`config.mk`:
```
export PLATFORM = sky130hd
export DESIGN_NAME = ervp_multi_timer
export DESIGN_NICKNAME = d
export VERILOG_FILES = /design/src/rtl/ervp_multi_timer.sv
export SDC_FILE = /design/constraint.sdc
export NUM_CORES = 2
export LEC_CHECK = 0
export CORE_MARGIN = 10
export CORE_UTILIZATION = 30
export DETAILED_ROUTE_END_ITERATION = 8
export SLEW_MARGIN = 20
export SYNTH_ARGS = -nofsm -noshare
export SYNTH_HDL_FRONTEND = slang
export SYNTH_SLANG_ARGS = --single-unit
```
`constraint.sdc`:
```
create_clock -name clk -period 12.05 [get_ports clk]
set_input_delay 3.0125 -clock clk [delete_from_list [all_inputs] [get_ports clk]]
set_output_delay 3.0125 -clock clk [all_outputs]
set_load 0.01 [all_outputs]
```
`src/rtl/ervp_multi_timer.sv`:
```
// NUM_CH-channel APB compare timer (one-shot or drift-free periodic) on a shared microsecond time base.
// Zero-wait APB with rpready tied to 1, so it never applies backpressure; interrupts are asserted 1 cycle after the match edge.
module ervp_multi_timer #(
  parameter int BW_ADDR    = 8,
  parameter int BW_DATA    = 32,
  parameter int NUM_CH     = 4,
  parameter int BW_COUNTER = 32
) (
  input  logic               clk,
  input  logic               rst,
  input  logic               rpsel,
  input  logic               rpenable,
  input  logic [BW_ADDR-1:0] rpaddr,
  input  logic               rpwrite,
  input  logic [BW_DATA-1:0] rpwdata,
  output logic [BW_DATA-1:0] rprdata,
  output logic               rpready,
  output logic               rpslverr,
  input  logic               tick_1us,
  output logic [NUM_CH-1:0]  timer_interrupt,
  output logic               timer_interrupt_any
);

  logic [BW_COUNTER-1:0] count_q, count_d;
  logic [BW_COUNTER-1:0] cmp_q    [NUM_CH];
  logic [BW_COUNTER-1:0] cmp_d    [NUM_CH];
  logic [BW_COUNTER-1:0] period_q [NUM_CH];
  logic [BW_COUNTER-1:0] period_d [NUM_CH];
  logic [BW_COUNTER-1:0] per_eff  [NUM_CH];
  logic [BW_COUNTER-1:0] remain   [NUM_CH];
  logic [NUM_CH-1:0]     en_q, en_d, periodic_q, periodic_d, irq_en_q, irq_en_d, pend_q, pend_d;
  logic [NUM_CH-1:0]     hit, ctrl_wr, period_wr, stat_wr;

  logic       access, top_ok, glob_ok, ch_ok;
  logic [3:0] blk, ch_idx;
  logic [1:0] reg_sel;

  // Reset masks any in-flight access so it reads 0 with no error.
  assign access  = rpsel & rpenable & ~rst;
  assign blk     = rpaddr[7:4];
  assign reg_sel = rpaddr[3:2];
  assign ch_idx  = blk - 4'd1;
  assign top_ok  = ((rpaddr >> 8) == '0) && (rpaddr[1:0] == 2'b00);
  assign glob_ok = top_ok && (blk == 4'd0) && !reg_sel[1];
  assign ch_ok   = top_ok && (blk != 4'd0) && ({28'd0, blk} <= 32'(NUM_CH));
  assign rpready = 1'b1;

  for (genvar g = 0; g < NUM_CH; g++) begin : g_ch
    assign per_eff[g] = (period_q[g] == '0) ? BW_COUNTER'(1) : period_q[g];
    assign hit[g]     = en_q[g] & (count_q == cmp_q[g]) & ~ctrl_wr[g];
    assign remain[g]  = en_q[g] ? (cmp_q[g] - count_q) : '0;
  end

  always_comb begin
    rprdata   = '0;
    rpslverr  = 1'b0;
    ctrl_wr   = '0;
    period_wr = '0;
    stat_wr   = '0;
    if (access) begin
      if (glob_ok) begin
        if (rpwrite) rpslverr = 1'b1;
        else if (reg_sel == 2'd0) rprdata[BW_COUNTER-1:0] = count_q;
        else rprdata[NUM_CH-1:0] = pend_q;
      end else if (ch_ok) begin
        for (int i = 0; i < NUM_CH; i++) begin
          if (ch_idx == 4'(i)) begin
            case (reg_sel)
              2'd0: begin
                if (rpwrite) ctrl_wr[i] = 1'b1;
                else rprdata[2:0] = {irq_en_q[i], periodic_q[i], en_q[i]};
              end
              2'd1: begin
                if (rpwrite) period_wr[i] = 1'b1;
                else rprdata[BW_COUNTER-1:0] = period_q[i];
              end
              2'd2: begin
                if (rpwrite) stat_wr[i] = 1'b1;
                else rprdata[0] = pend_q[i];
              end
              default: begin
                if (rpwrite) rpslverr = 1'b1;
                else rprdata[BW_COUNTER-1:0] = remain[i];
              end
            endcase
          end
        end
      end else begin
        rpslverr = 1'b1;
      end
    end
  end

  always_comb begin
    count_d    = (tick_1us && (|en_q)) ? count_q + BW_COUNTER'(1) : count_q;
    en_d       = en_q;
    periodic_d = periodic_q;
    irq_en_d   = irq_en_q;
    pend_d     = pend_q;
    for (int i = 0; i < NUM_CH; i++) begin
      cmp_d[i]    = cmp_q[i];
      period_d[i] = period_q[i];
      if (ctrl_wr[i]) begin
        en_d[i]       = rpwdata[0];
        periodic_d[i] = rpwdata[1];
        irq_en_d[i]   = rpwdata[2];
        if (rpwdata[0]) cmp_d[i] = count_q + per_eff[i];
      end else if (hit[i]) begin
        // Reload from the old compare value so periodic channels never drift.
        if (periodic_q[i]) cmp_d[i] = cmp_q[i] + per_eff[i];
        else en_d[i] = 1'b0;
      end
      if (period_wr[i]) period_d[i] = rpwdata[BW_COUNTER-1:0];
      pend_d[i] = hit[i] | (pend_q[i] & ~(stat_wr[i] & rpwdata[0]));
    end
  end

  always_ff @(posedge clk) begin
    if (rst) begin
      count_q    <= '0;
      en_q       <= '0;
      periodic_q <= '0;
      irq_en_q   <= '0;
      pend_q     <= '0;
      for (int i = 0; i < NUM_CH; i++) begin
        cmp_q[i]    <= '0;
        period_q[i] <= '0;
      end
    end else begin
      count_q    <= count_d;
      en_q       <= en_d;
      periodic_q <= periodic_d;
      irq_en_q   <= irq_en_d;
      pend_q     <= pend_d;
      for (int i = 0; i < NUM_CH; i++) begin
        cmp_q[i]    <= cmp_d[i];
        period_q[i] <= period_d[i];
      end
    end
  end

  assign timer_interrupt     = pend_q & irq_en_q;
  assign timer_interrupt_any = |timer_interrupt;

endmodule

```
==> impl_metrics.json <==
{
  "drive_above_1_share_pct": 5.97,
  "via_count": 29500,
  "synthArstFlopShare_pct": 0,
  "place.gp.congestion": 1.03,
  "slew_viol_final": 0,
  "ff_latch_area_um2": 6090,
  "layout.nets": 4091,
  "cts_tree": "built",
  "antenna_found_initial": 3,
  "ioPinCount": 85,
  "swShare_pct": 25.9,
  "power.density_nw_per_um2": 79.8,
  "fillers": 9912,
  "crit_chain": "clkdlybuf4s50_1 -> nor2b_1 -> nand3_1 -> nand2_1 -> a21oi_1 -> nand3_1 -> a31oi_1 -> o41ai_1 -> clkdlybuf4s50_1",
  "hold_path_class": "register to register",
  "whs_ns": 0.454,
  "p_sw_mw": 0.640,
  "worstPathRequired_ns": 9.04,
  "cts_setup_buffers": 0,
  "core_area_um2": 91900,
  "grt_pass1_wl_um": 185000,
  "routed_wl_um": 128000,
  "fin_cells": 5062,
  "drc": 0,
  "p_comb_share_pct": 4.5,
  "critPathMaxStageDelay_ns": 0.90,
  "die_h_um": 325,
  "drt_iter0_markers": 3424,
  "run_status": "finished, final reports clean",
  "crit_arrival_ns": 8.03,
  "fin_crit_ns": 11.05,
  "clk_latency_ns": 0.61,
  "total_power_mw": 2.47,
  "start_kind": "input port",
  "firstDrtPassIters": 7,
  "grt_use_total_pct": 22.9,
  "cts_resized": 0,
  "syn_to_final_growth_pct": 11.0,
  "sequentialPowerShare_pct": 40.6,
  "syn_inst": 3919,
  "syn_avg_cell_area_um2": 7.12,
  "grt_overflow": 0,
  "clkSinkCount": 304,
  "fin_area_um2": 31000,
  "hold_viol_final": 0,
  "cts_root_buf": "clkbuf_16",
  "placed_area_um2": 29500,
  "setup_viol": 0,
  "synth_area_um2": 27900,
  "clkPwrFrac_pct": 54.9,
  "placed_cells": 4988,
  "finalCritPeriodShare_pct": 91.7,
  "slew_headroom_pct": 23.4,
  "internal_power_mw": 1.83,
  "grt_pass1_vias": 27000,
  "std_cell_rows": 111,
  "tightest_slew_ns": 1.13,
  "max_freq_ghz": 0.0905,
  "drv_cap": 0,
  "postLayoutSetupSlackWorst_ns": 1.00,
  "routed_via_density": 5.82,
  "clkTransAtPathRegs_ns": 0.06,
  "multi_input_comb_area_um2": 20300,
  "cts_buffers": 40,
  "ys_ff_latch": 304,
  "tns_ns": 0,
  "die_x_um": 325,
  "io_buffers": 83,
  "yosys_warnings": 0,
  "grt_max_degree": 87,
  "postLayoutCoreUtil_pct": 33.7,
  "crit_path_max_fanout": 20,
  "ctsHtreeMaxLevel": 2,
  "dpl.hpwl_um": 99900,
  "hold_buffers": 0,
  "yosys_most_used_dff": "dfxtp_1",
  "post_drt_wl_per_cell_um": 25.3,
  "syn-num-nets": 4223,
  "p_leak_nw": 12.0,
  "synth_edf_count": 0,
  "ant_nets": 0,
  "ys_types": 92,
  "initial_core_util_pct": 30.3,
  "end_kind": "output pin",
  "ir_drop_mv": 0.0865,
  "ys_seq_area_share_pct": 21.8,
  "dp_slack_ns": 1.25,
  "crit_type": "input port to output pin",
  "skew_ns": 0.0413,
  "fp.dieArea_um2": 106000,
  "cp_slowest_cell": "nand3_1",
  "cts_max_path_buffers": 3,
  "rsz0062_at_grt": "false"
}
-- cells in the mapped netlist (all sizes together), types with 25 or more instances --
master | n | area [um2]
and3 | 26 | 163
a21o | 89 | 669
a31oi | 39 | 259
xnor2 | 165 | 1450
nand4 | 53 | 332
xor2 | 78 | 683
o21ai | 218 | 1090
o21a | 48 | 360
nand2 | 685 | 2570
nor3 | 71 | 367
nor4 | 51 | 334
a221oi | 58 | 514
nand2b | 30 | 188
a211oi | 48 | 365
nor2 | 274 | 1030
ha | 250 | 3130
inv | 114 | 428
o31ai | 31 | 265
clkbuf | 278 | 1040
mux2 | 60 | 676
nand3 | 83 | 415
dfxtp | 304 | 6090
a21oi | 492 | 2470
buf | 25 | 131
o21bai | 35 | 263
nor2b | 28 | 175
-- logic make-up after synthesis --
kind of cell	share of synthesized area, %
other	0.0134
buffers and inverters	5.74
and+or+nand+nor	22.1
AOI/OAI and AO/OA	27.9
adders and majority gates	11.8
muxes	3.07
xor gates and xnor gates	7.63
DFF	21.8
-- cell usage in the layout (no fill, tap or decap), types with 13 or more instances in the layout --
cell type        count
o21bai_1            35
and3_1              26
or3_1               21
buf_4               46
nand3_1             83
a21o_1              88
mux2_2              60
o31ai_1             28
a211oi_1            47
a22oi_1             16
xnor2_1            165
nor3_1              68
nand2_1            682
mux2i_1             18
o22ai_1             13
a21oi_1            491
a31oi_1             38
a221oi_1            57
o211ai_1            22
a22o_1              17
nand4_1             53
o21ai_0            205
dfxtp_1            304
ha_1               250
nor4_1              50
clkdlybuf4s50_1     81
nor2_1             267
xor2_1              78
o21a_1              48
inv_1              113
clkbuf_16           40
and2_1              22
nand2b_1            30
nor2b_1             28
-- state kept, by name, summed over array words and instances, names as in the netlist --
name        count
cmp_q         128
period_q      128
count_q        32
en_q            4
irq_en_q        4
pend_q          4
periodic_q      4
-- power groups by stage --
| stage | combinational, mW | clock [mW] | sequential (mW) |
|---|---|---|---|
| after detailed placement | 0.106 | 0 | 1.03 |
| after CTS | 0.106 | 1.38 | 1.00 |
| final | 0.111 | 1.36 | 1.00 |
| after global routing | 0.113 | 1.41 | 1.00 |
| after global placement | 0.107 | 0 | 1.03 |
| after floorplan | 0.0470 | 0 | 1.03 |
-- final timing paths --
path                            cells after the start                          from  slack (ns)                   endpoint
worst min-delay path                                2      cmp_q[1][0]$_SDFFE_PP0P_        0.45   cmp_q[1][0]$_SDFFE_PP0P_
worst max register to register                     17  period_q[0][17]$_SDFFE_PP0P_        6.53  cmp_q[0][30]$_SDFFE_PP0P_
worst min register to register                      2      cmp_q[1][0]$_SDFFE_PP0P_        0.45   cmp_q[1][0]$_SDFFE_PP0P_
worst max-delay path                                9                       rpwrite        1.00                rprdata[30]
-- layer usage --
| metal | global-route usage, % | wire [um] |
|---|---|---|
| met1 | 30.7 | 55600 |
| met3 | 4.10 | 11100 |
| met5 | 0 | 20 |
| met4 | 9.45 | 6120 |
| met2 | 35.7 | 55400 |
-- final cells by class --
class | count | area share [%]
diodes | 1 | 0.00808
clock buffers | 49 | 3.50
clock inverters | 24 | 1.16
inverters | 114 | 1.38
multi-input cells | 3198 | 65.5
flip-flops and latches | 304 | 19.7
well taps | 1243 | 5.02
repair buffers | 129 | 3.80
-- critical path, delay by kind of cell --
family                 cells  cell delay, ns
buffers and inverters      2            1.50
and+or+nand+nor            4            2.48
AOI/OAI and AO/OA          3            1.01
Note: power is estimated with default switching activity, not from simulation.
